### config.mk
export PLATFORM = sky130hd
export DESIGN_NAME = pipe_ctrl
export DESIGN_NICKNAME = d
export VERILOG_FILES = /design/src/rtl/pipe_ctrl_pkg.sv /design/src/rtl/pipe_ctrl_hazard_detect.sv /design/src/rtl/pipe_ctrl.sv
export SDC_FILE = /design/constraint.sdc
export NUM_CORES = 1
export LEC_CHECK = 0
export CAP_MARGIN = 20
export CORE_UTILIZATION = 30
export DETAILED_ROUTE_END_ITERATION = 8
export PLACE_DENSITY = 0.56
export SYNTH_ARGS = -nofsm -noshare
export SYNTH_HDL_FRONTEND = slang
export SYNTH_SLANG_ARGS = --single-unit
### constraint.sdc
create_clock -name clk -period 3 [get_ports clk]
set_input_delay 0.9 -clock clk [delete_from_list [all_inputs] [get_ports clk]]
set_output_delay 0.9 -clock clk [all_outputs]
set_load 0.05 [all_outputs]
### src/rtl/pipe_ctrl_pkg.sv
// Shared types and constants for the pipeline sequencer.
// Latency: n/a (declarations only).
// Backpressure: n/a (declarations only).
//
// Contents:
//   REG_IDX_W            register index width of the core
//   MEM_WAIT_CYCLES_DEF  default number of cycles a memory access holds the pipe
//   PERF_W_DEF           default performance counter width
//   WAIT_CNT_W           width of the memory-wait down-counter (covers 1..15)
//   pipe_state_e         sequencer FSM state, 2-bit encoding
//   reg_match()          destination/source compare qualified by write-back
package pipe_ctrl_pkg;

    localparam int REG_IDX_W           = 4;
    localparam int MEM_WAIT_CYCLES_DEF = 5;
    localparam int PERF_W_DEF          = 16;
    localparam int WAIT_CNT_W          = 4;

    typedef enum logic [1:0] {
        ST_RUN         = 2'd0,
        ST_MEM_WAIT    = 2'd1,
        ST_MEM_RELEASE = 2'd2
    } pipe_state_e;

    // True when a later-stage instruction will write the register being read.
    function automatic logic reg_match(
        input logic [REG_IDX_W-1:0] src,
        input logic [REG_IDX_W-1:0] dest,
        input logic                 wb_en
    );
        return wb_en && (src == dest);
    endfunction

endpackage

### src/rtl/pipe_ctrl_hazard_detect.sv
// RAW hazard detector between the ID instruction and the EXE/MEM destinations.
// Latency: purely combinational, zero cycles.
// Backpressure: none; the hazard flag is consumed by the sequencer's priority mux.
//
// Ports:
//   id_src1, id_src2, id_two_src    source registers of the ID instruction
//   exe_dest, exe_wb_en, exe_mem_r_en  EXE destination, write-back, load flag
//   mem_dest, mem_wb_en             MEM destination and write-back
//   fwd_en                          forwarding unit resolves non-load hazards
//   hazard                          ID instruction must wait one cycle
module hazard_detect
    import pipe_ctrl_pkg::*;
(
    input  logic [REG_IDX_W-1:0] id_src1,
    input  logic [REG_IDX_W-1:0] id_src2,
    input  logic                 id_two_src,
    input  logic [REG_IDX_W-1:0] exe_dest,
    input  logic                 exe_wb_en,
    input  logic                 exe_mem_r_en,
    input  logic [REG_IDX_W-1:0] mem_dest,
    input  logic                 mem_wb_en,
    input  logic                 fwd_en,
    output logic                 hazard
);

    logic m1;
    logic m2;
    logic n1;
    logic n2;

    always_comb begin
        m1 = reg_match(id_src1, exe_dest, exe_wb_en);
        m2 = id_two_src && reg_match(id_src2, exe_dest, exe_wb_en);
        n1 = reg_match(id_src1, mem_dest, mem_wb_en);
        n2 = id_two_src && reg_match(id_src2, mem_dest, mem_wb_en);
    end

    // With forwarding, only a load in EXE is too late to forward from;
    // every other dependency is bypassed.
    always_comb begin
        hazard = 1'b0;
        if (fwd_en) begin
            hazard = exe_mem_r_en && (m1 || m2);
        end else begin
            hazard = m1 || m2 || n1 || n2;
        end
    end

endmodule

### src/rtl/pipe_ctrl.sv
// Pipeline sequencer: freeze/flush controls for every stage register of the core.
// Latency: control outputs are combinational from inputs and the current FSM state.
// Backpressure: a memory access freezes the whole pipe for MEM_WAIT_CYCLES cycles,
//               then releases it for one cycle so the access can retire.
//
// Ports:
//   clk, rst                  rising-edge clock, synchronous active-low reset
//   id_*, exe_*, mem_*, fwd_en hazard-detection inputs (see hazard_detect)
//   exe_branch_taken          branch in EXE resolved taken
//   mem_access                MEM stage holds a load or store
//   freeze_front              hold PC and IF/ID
//   id_bubble                 flush the ID/EXE register (insert NOP)
//   flush_if                  clear IF/ID
//   mem_freeze                hold every pipeline register and PC
//   busy_state                current FSM state, debug only
//   stall_cnt, flush_cnt      saturating performance counters
module pipe_ctrl
    import pipe_ctrl_pkg::*;
#(
    parameter int MEM_WAIT_CYCLES = MEM_WAIT_CYCLES_DEF,
    parameter int PERF_W          = PERF_W_DEF
) (
    input  logic                 clk,
    input  logic                 rst,
    input  logic [REG_IDX_W-1:0] id_src1,
    input  logic [REG_IDX_W-1:0] id_src2,
    input  logic                 id_two_src,
    input  logic [REG_IDX_W-1:0] exe_dest,
    input  logic                 exe_wb_en,
    input  logic                 exe_mem_r_en,
    input  logic [REG_IDX_W-1:0] mem_dest,
    input  logic                 mem_wb_en,
    input  logic                 fwd_en,
    input  logic                 exe_branch_taken,
    input  logic                 mem_access,
    output logic                 freeze_front,
    output logic                 id_bubble,
    output logic                 flush_if,
    output logic                 mem_freeze,
    output logic [1:0]           busy_state,
    output logic [PERF_W-1:0]    stall_cnt,
    output logic [PERF_W-1:0]    flush_cnt
);

    if (MEM_WAIT_CYCLES < 1 || MEM_WAIT_CYCLES > 15) begin : g_bad_wait
        $error("pipe_ctrl: MEM_WAIT_CYCLES must be in 1..15");
    end

    // The RUN cycle that first sees mem_access is already frozen, so the
    // WAIT state only needs to cover the remaining MEM_WAIT_CYCLES-1 cycles.
    localparam logic [WAIT_CNT_W-1:0] WAIT_INIT = WAIT_CNT_W'(MEM_WAIT_CYCLES - 1);

    pipe_state_e           state;
    logic [WAIT_CNT_W-1:0] wait_cnt;
    logic                  hazard;

    hazard_detect u_hazard_detect (
        .id_src1      (id_src1),
        .id_src2      (id_src2),
        .id_two_src   (id_two_src),
        .exe_dest     (exe_dest),
        .exe_wb_en    (exe_wb_en),
        .exe_mem_r_en (exe_mem_r_en),
        .mem_dest     (mem_dest),
        .mem_wb_en    (mem_wb_en),
        .fwd_en       (fwd_en),
        .hazard       (hazard)
    );

    // ------------------------------------------------------------------
    // Memory-wait FSM
    // ------------------------------------------------------------------
    always_ff @(posedge clk) begin
        if (!rst) begin
            state    <= ST_RUN;
            wait_cnt <= '0;
        end else begin
            case (state)
                ST_RUN: begin
                    if (mem_access) begin
                        if (MEM_WAIT_CYCLES == 1) begin
                            state    <= ST_MEM_RELEASE;
                            wait_cnt <= '0;
                        end else begin
                            state    <= ST_MEM_WAIT;
                            wait_cnt <= WAIT_INIT;
                        end
                    end
                end
                ST_MEM_WAIT: begin
                    // Leave when the counter is about to reach zero so the
                    // WAIT state lasts exactly WAIT_INIT cycles.
                    if (wait_cnt <= WAIT_CNT_W'(1)) begin
                        state    <= ST_MEM_RELEASE;
                        wait_cnt <= '0;
                    end else begin
                        wait_cnt <= wait_cnt - WAIT_CNT_W'(1);
                    end
                end
                ST_MEM_RELEASE: begin
                    // mem_access is deliberately ignored here: this is the
                    // cycle in which the finished access advances out of MEM.
                    state <= ST_RUN;
                end
                default: begin
                    state    <= ST_RUN;
                    wait_cnt <= '0;
                end
            endcase
        end
    end

    assign busy_state = state;

    // Mealy: the first RUN cycle that sees mem_access is already frozen.
    always_comb begin
        mem_freeze = 1'b0;
        if (rst) begin
            mem_freeze = (state == ST_MEM_WAIT) ||
                         ((state == ST_RUN) && mem_access);
        end
    end

    // ------------------------------------------------------------------
    // Front-end priority mux
    // ------------------------------------------------------------------
    // A frozen pipe overrides everything: a taken branch held in EXE keeps
    // exe_branch_taken asserted and is acted on in the first unfrozen cycle.
    always_comb begin
        freeze_front = 1'b0;
        id_bubble    = 1'b0;
        flush_if     = 1'b0;
        if (rst && !mem_freeze) begin
            if (exe_branch_taken) begin
                flush_if  = 1'b1;
                id_bubble = 1'b1;
            end else if (hazard) begin
                freeze_front = 1'b1;
                id_bubble    = 1'b1;
            end
        end
    end

    // ------------------------------------------------------------------
    // Saturating performance counters
    // ------------------------------------------------------------------
    logic stall_inc;
    logic flush_inc;

    assign stall_inc = freeze_front || mem_freeze;
    assign flush_inc = flush_if;

    always_ff @(posedge clk) begin
        if (!rst) begin
            stall_cnt <= '0;
            flush_cnt <= '0;
        end else begin
            if (stall_inc && (stall_cnt != {PERF_W{1'b1}})) begin
                stall_cnt <= stall_cnt + PERF_W'(1);
            end
            if (flush_inc && (flush_cnt != {PERF_W{1'b1}})) begin
                flush_cnt <= flush_cnt + PERF_W'(1);
            end
        end
    end

endmodule

==> results.txt <==
vias in the first global route: 1848
num rows: 30
CTS Hold Buffers Added: 0
dominant cells by area after synthesis: dfxtp_1, xnor2_1, xor2_1
CTS Buf Count: 5
Die W: 85.9 µm
Worst Min Path Start: stall_cnt[5]
DR vias/cell: 4.66
Worst Hold Class: reg2reg
layout cells sized above 1: 21.2%
Synth Flop Type: dfxtp_1
fill cell count: 662
CTS Buffer Depth: 2
worst setup path class: in2out
worst path bufs/invs: 2
full die area: 7380 µm²
Post-synth EDFFs: 0
Post-synth ARST share: 0%
Hold Slack: 0.494 ns
H-Tree Level Count: 2
Setup Viol. Count Final: 0
Avg Inst Size Synth: 8.66 µm²
Initial DRC Count: 64
status: complete, no violations
family with the most delay on the worst path: simple AND/OR/NAND/NOR gates
busiest grt layer: met2
CTS tree: done
endpoint type of the worst setup path: output pin
Post-DP Area: 3010 µm²
Final #Nets: 355
cell area after synthesis: 2110 µm²
worst path arrival time: 2.02 ns
Clock Tree Root: clkbuf_8
Die Height: 85.9 µm
required time worst endpoint: 2.10 ns
flop and latch count out of synthesis: 38
worst slew pin tran: 0.531 ns
core area: 6790 µm²
Gate Count Post-Synth: 244
largest net degree at the start of global routing: 26
Pre-antenna DRT Iters: 4
final core utilization: 46.7%
Setup crit start kind: input port
Clock Skew: 0.00842 ns
final cycle utilization of the critical path: 97.5%
unrepaired setup endpoints after global routing: no
CTS Sinks: 38
DRC viols: 0
MaxCap Viol Count: 0
yosys warns: 0
area leader, netlist: dfxtp_1
Worst Path Max Fanout: 2
GR met1 Demand/Resource: 17.0%
Cell Pwr Density: 359 nW/µm²
post-synthesis cell type count: 39
WL per Instance: 12.1 µm
Critical R2R Launch: stall_cnt[2]
Slowest cell on crit path: nor4_4
antenna-violating nets left: 0
synth-to-layout area growth: 50.3%
Worst VDD drop: 0.000191 V
port bufs: 62
Seq/Total Area, Yosys: 36.0%
gr ovfl total: 0
dpl hpwl: 3.90 mm
clock latency on the worst-skew pair: 0.28 ns
crit-path max cell delay: 0.30 ns
Final Hold Fails: 0
Synth Net Count: 273
met3 usage: 3.75%
via count: 1966
Hold Crit Depth: 1
hold path endpoint: stall_cnt[5]
area share of the largest cell type after synthesis: 36.0%
first-pass GRT wire length: 8.36 mm
reg2reg end: stall_cnt[9]
R2R setup slack: 0.89 ns
CTS clock-pin slew for the worst setup and hold paths: 0.07 ns
GR Util met2: 24.5%
final wirelength: 5.10 mm
R2R cell count: 8
Inserted Diodes: 0
initial core utilization: 31.1%
Peak Freq: 342 MHz
top cells by count, synth: dfxtp_1, nor2_1, nand2_1
Total Routing Usage GR: 14.1%
initial antenna violation count: 0
Final Cell Area: 3180 µm²
Setup TNS Final: 0 ns
gp weighted congestion: 0.738
top-count cell post-synth: dfxtp_1
P_leak: 1.20 nW
Slew Limit Fails: 0
Tmin final: 2.92 ns
I/O pin cnt: 63
Rel. slew slack: 64.5%
critical path cell sequence: buf_2 -> xor2_2 -> nor4_4 -> o2bb2ai_4 -> nor3_2 -> nor2_2 -> buf_12
-- power breakdown --
part	switching (mW)	internal, mW	total, mW
registers	0.0204	0.520	0.541
logic	0.148	0.127	0.275
clock network	0.164	0.160	0.324
-- worst max path at each step --
stage | end | startpoint | cells after the start
after CTS | id_bubble | exe_dest[2] | 7
after floorplan | freeze_front | id_src1[2] | 5
after global placement | freeze_front | id_src1[2] | 7
after detailed placement | freeze_front | id_src1[2] | 7
after global routing | id_bubble | mem_dest[1] | 7
final | id_bubble | mem_dest[1] | 7
-- routing by layer --
layer  share of wire, %  routed length [µm]
met1                 46                2320
met3                6.2                 318
met2                 47                2400
met4                1.0                  52
met5                  0                   0
-- flip-flops by register name, summed over array words and instances, names as in the netlist --
name        count
busy_state      2
flush_cnt      16
stall_cnt      16
wait_cnt        4
-- placed cells by master, fill, tap and decap left out, types with 8 or more instances in the layout --
cell | synthesis | layout
nand4_1 | 8 | 8
dfxtp_1 | 38 | 38
nand3_1 | 18 | 16
inv_1 | 10 | 10
nor2_1 | 30 | 27
clkdlybuf4s50_1 | 0 | 37
mux2i_1 | 10 | 10
buf_4 | 0 | 15
xor2_1 | 13 | 10
a21oi_1 | 10 | 10
nand2_1 | 23 | 22
xnor2_1 | 19 | 13
-- metrics by stage --
step	setup slack [ns]	cells	total power [mW]
2_1_floorplan	0.0103	244	0.703
3_3_place_gp	-0.291	415	0.814
3_5_place_dp	-0.311	415	0.815
4_1_cts	0.00352	422	1.15
5_1_grt	0.00184	422	1.20
6_report	0.0751	422	1.14
-- final cells by class --
| class | instances | area [µm²] | share of cell area [%] |
|---|---|---|---|
| clock buffer | 7 | 76.3 | 2.40 |
| inverter | 11 | 41.3 | 1.30 |
| multi-input combinational | 191 | 1440 | 45.2 |
| sequential | 38 | 761 | 24.0 |
| tap | 96 | 120 | 3.78 |
| timing repair buffer | 79 | 741 | 23.3 |
-- logic make-up (layout without fill, tap and decap cells) --
| family | after synthesis | count (layout) | share of synthesized area [%] |
|---|---|---|---|
| and+or+nand+nor | 113 | 113 | 27.2 |
| DFF | 38 | 38 | 36.0 |
| AOI/OAI and AO/OA | 32 | 32 | 13.8 |
| xor gates and xnor gates | 32 | 32 | 13.3 |
| buffers and inverters | 15 | 97 | 2.66 |
| muxes | 10 | 10 | 4.74 |
| adders and majority gates | 4 | 4 | 2.37 |
-- timing repair --
item,in CTS,in global routing
pin swaps,15,18
setup buffers,0,0
setup endpoints to repair,2,2
endpoints found under the hold margin,0,0
gates resized for setup,59,22
(Power assumes the default switching activity.)
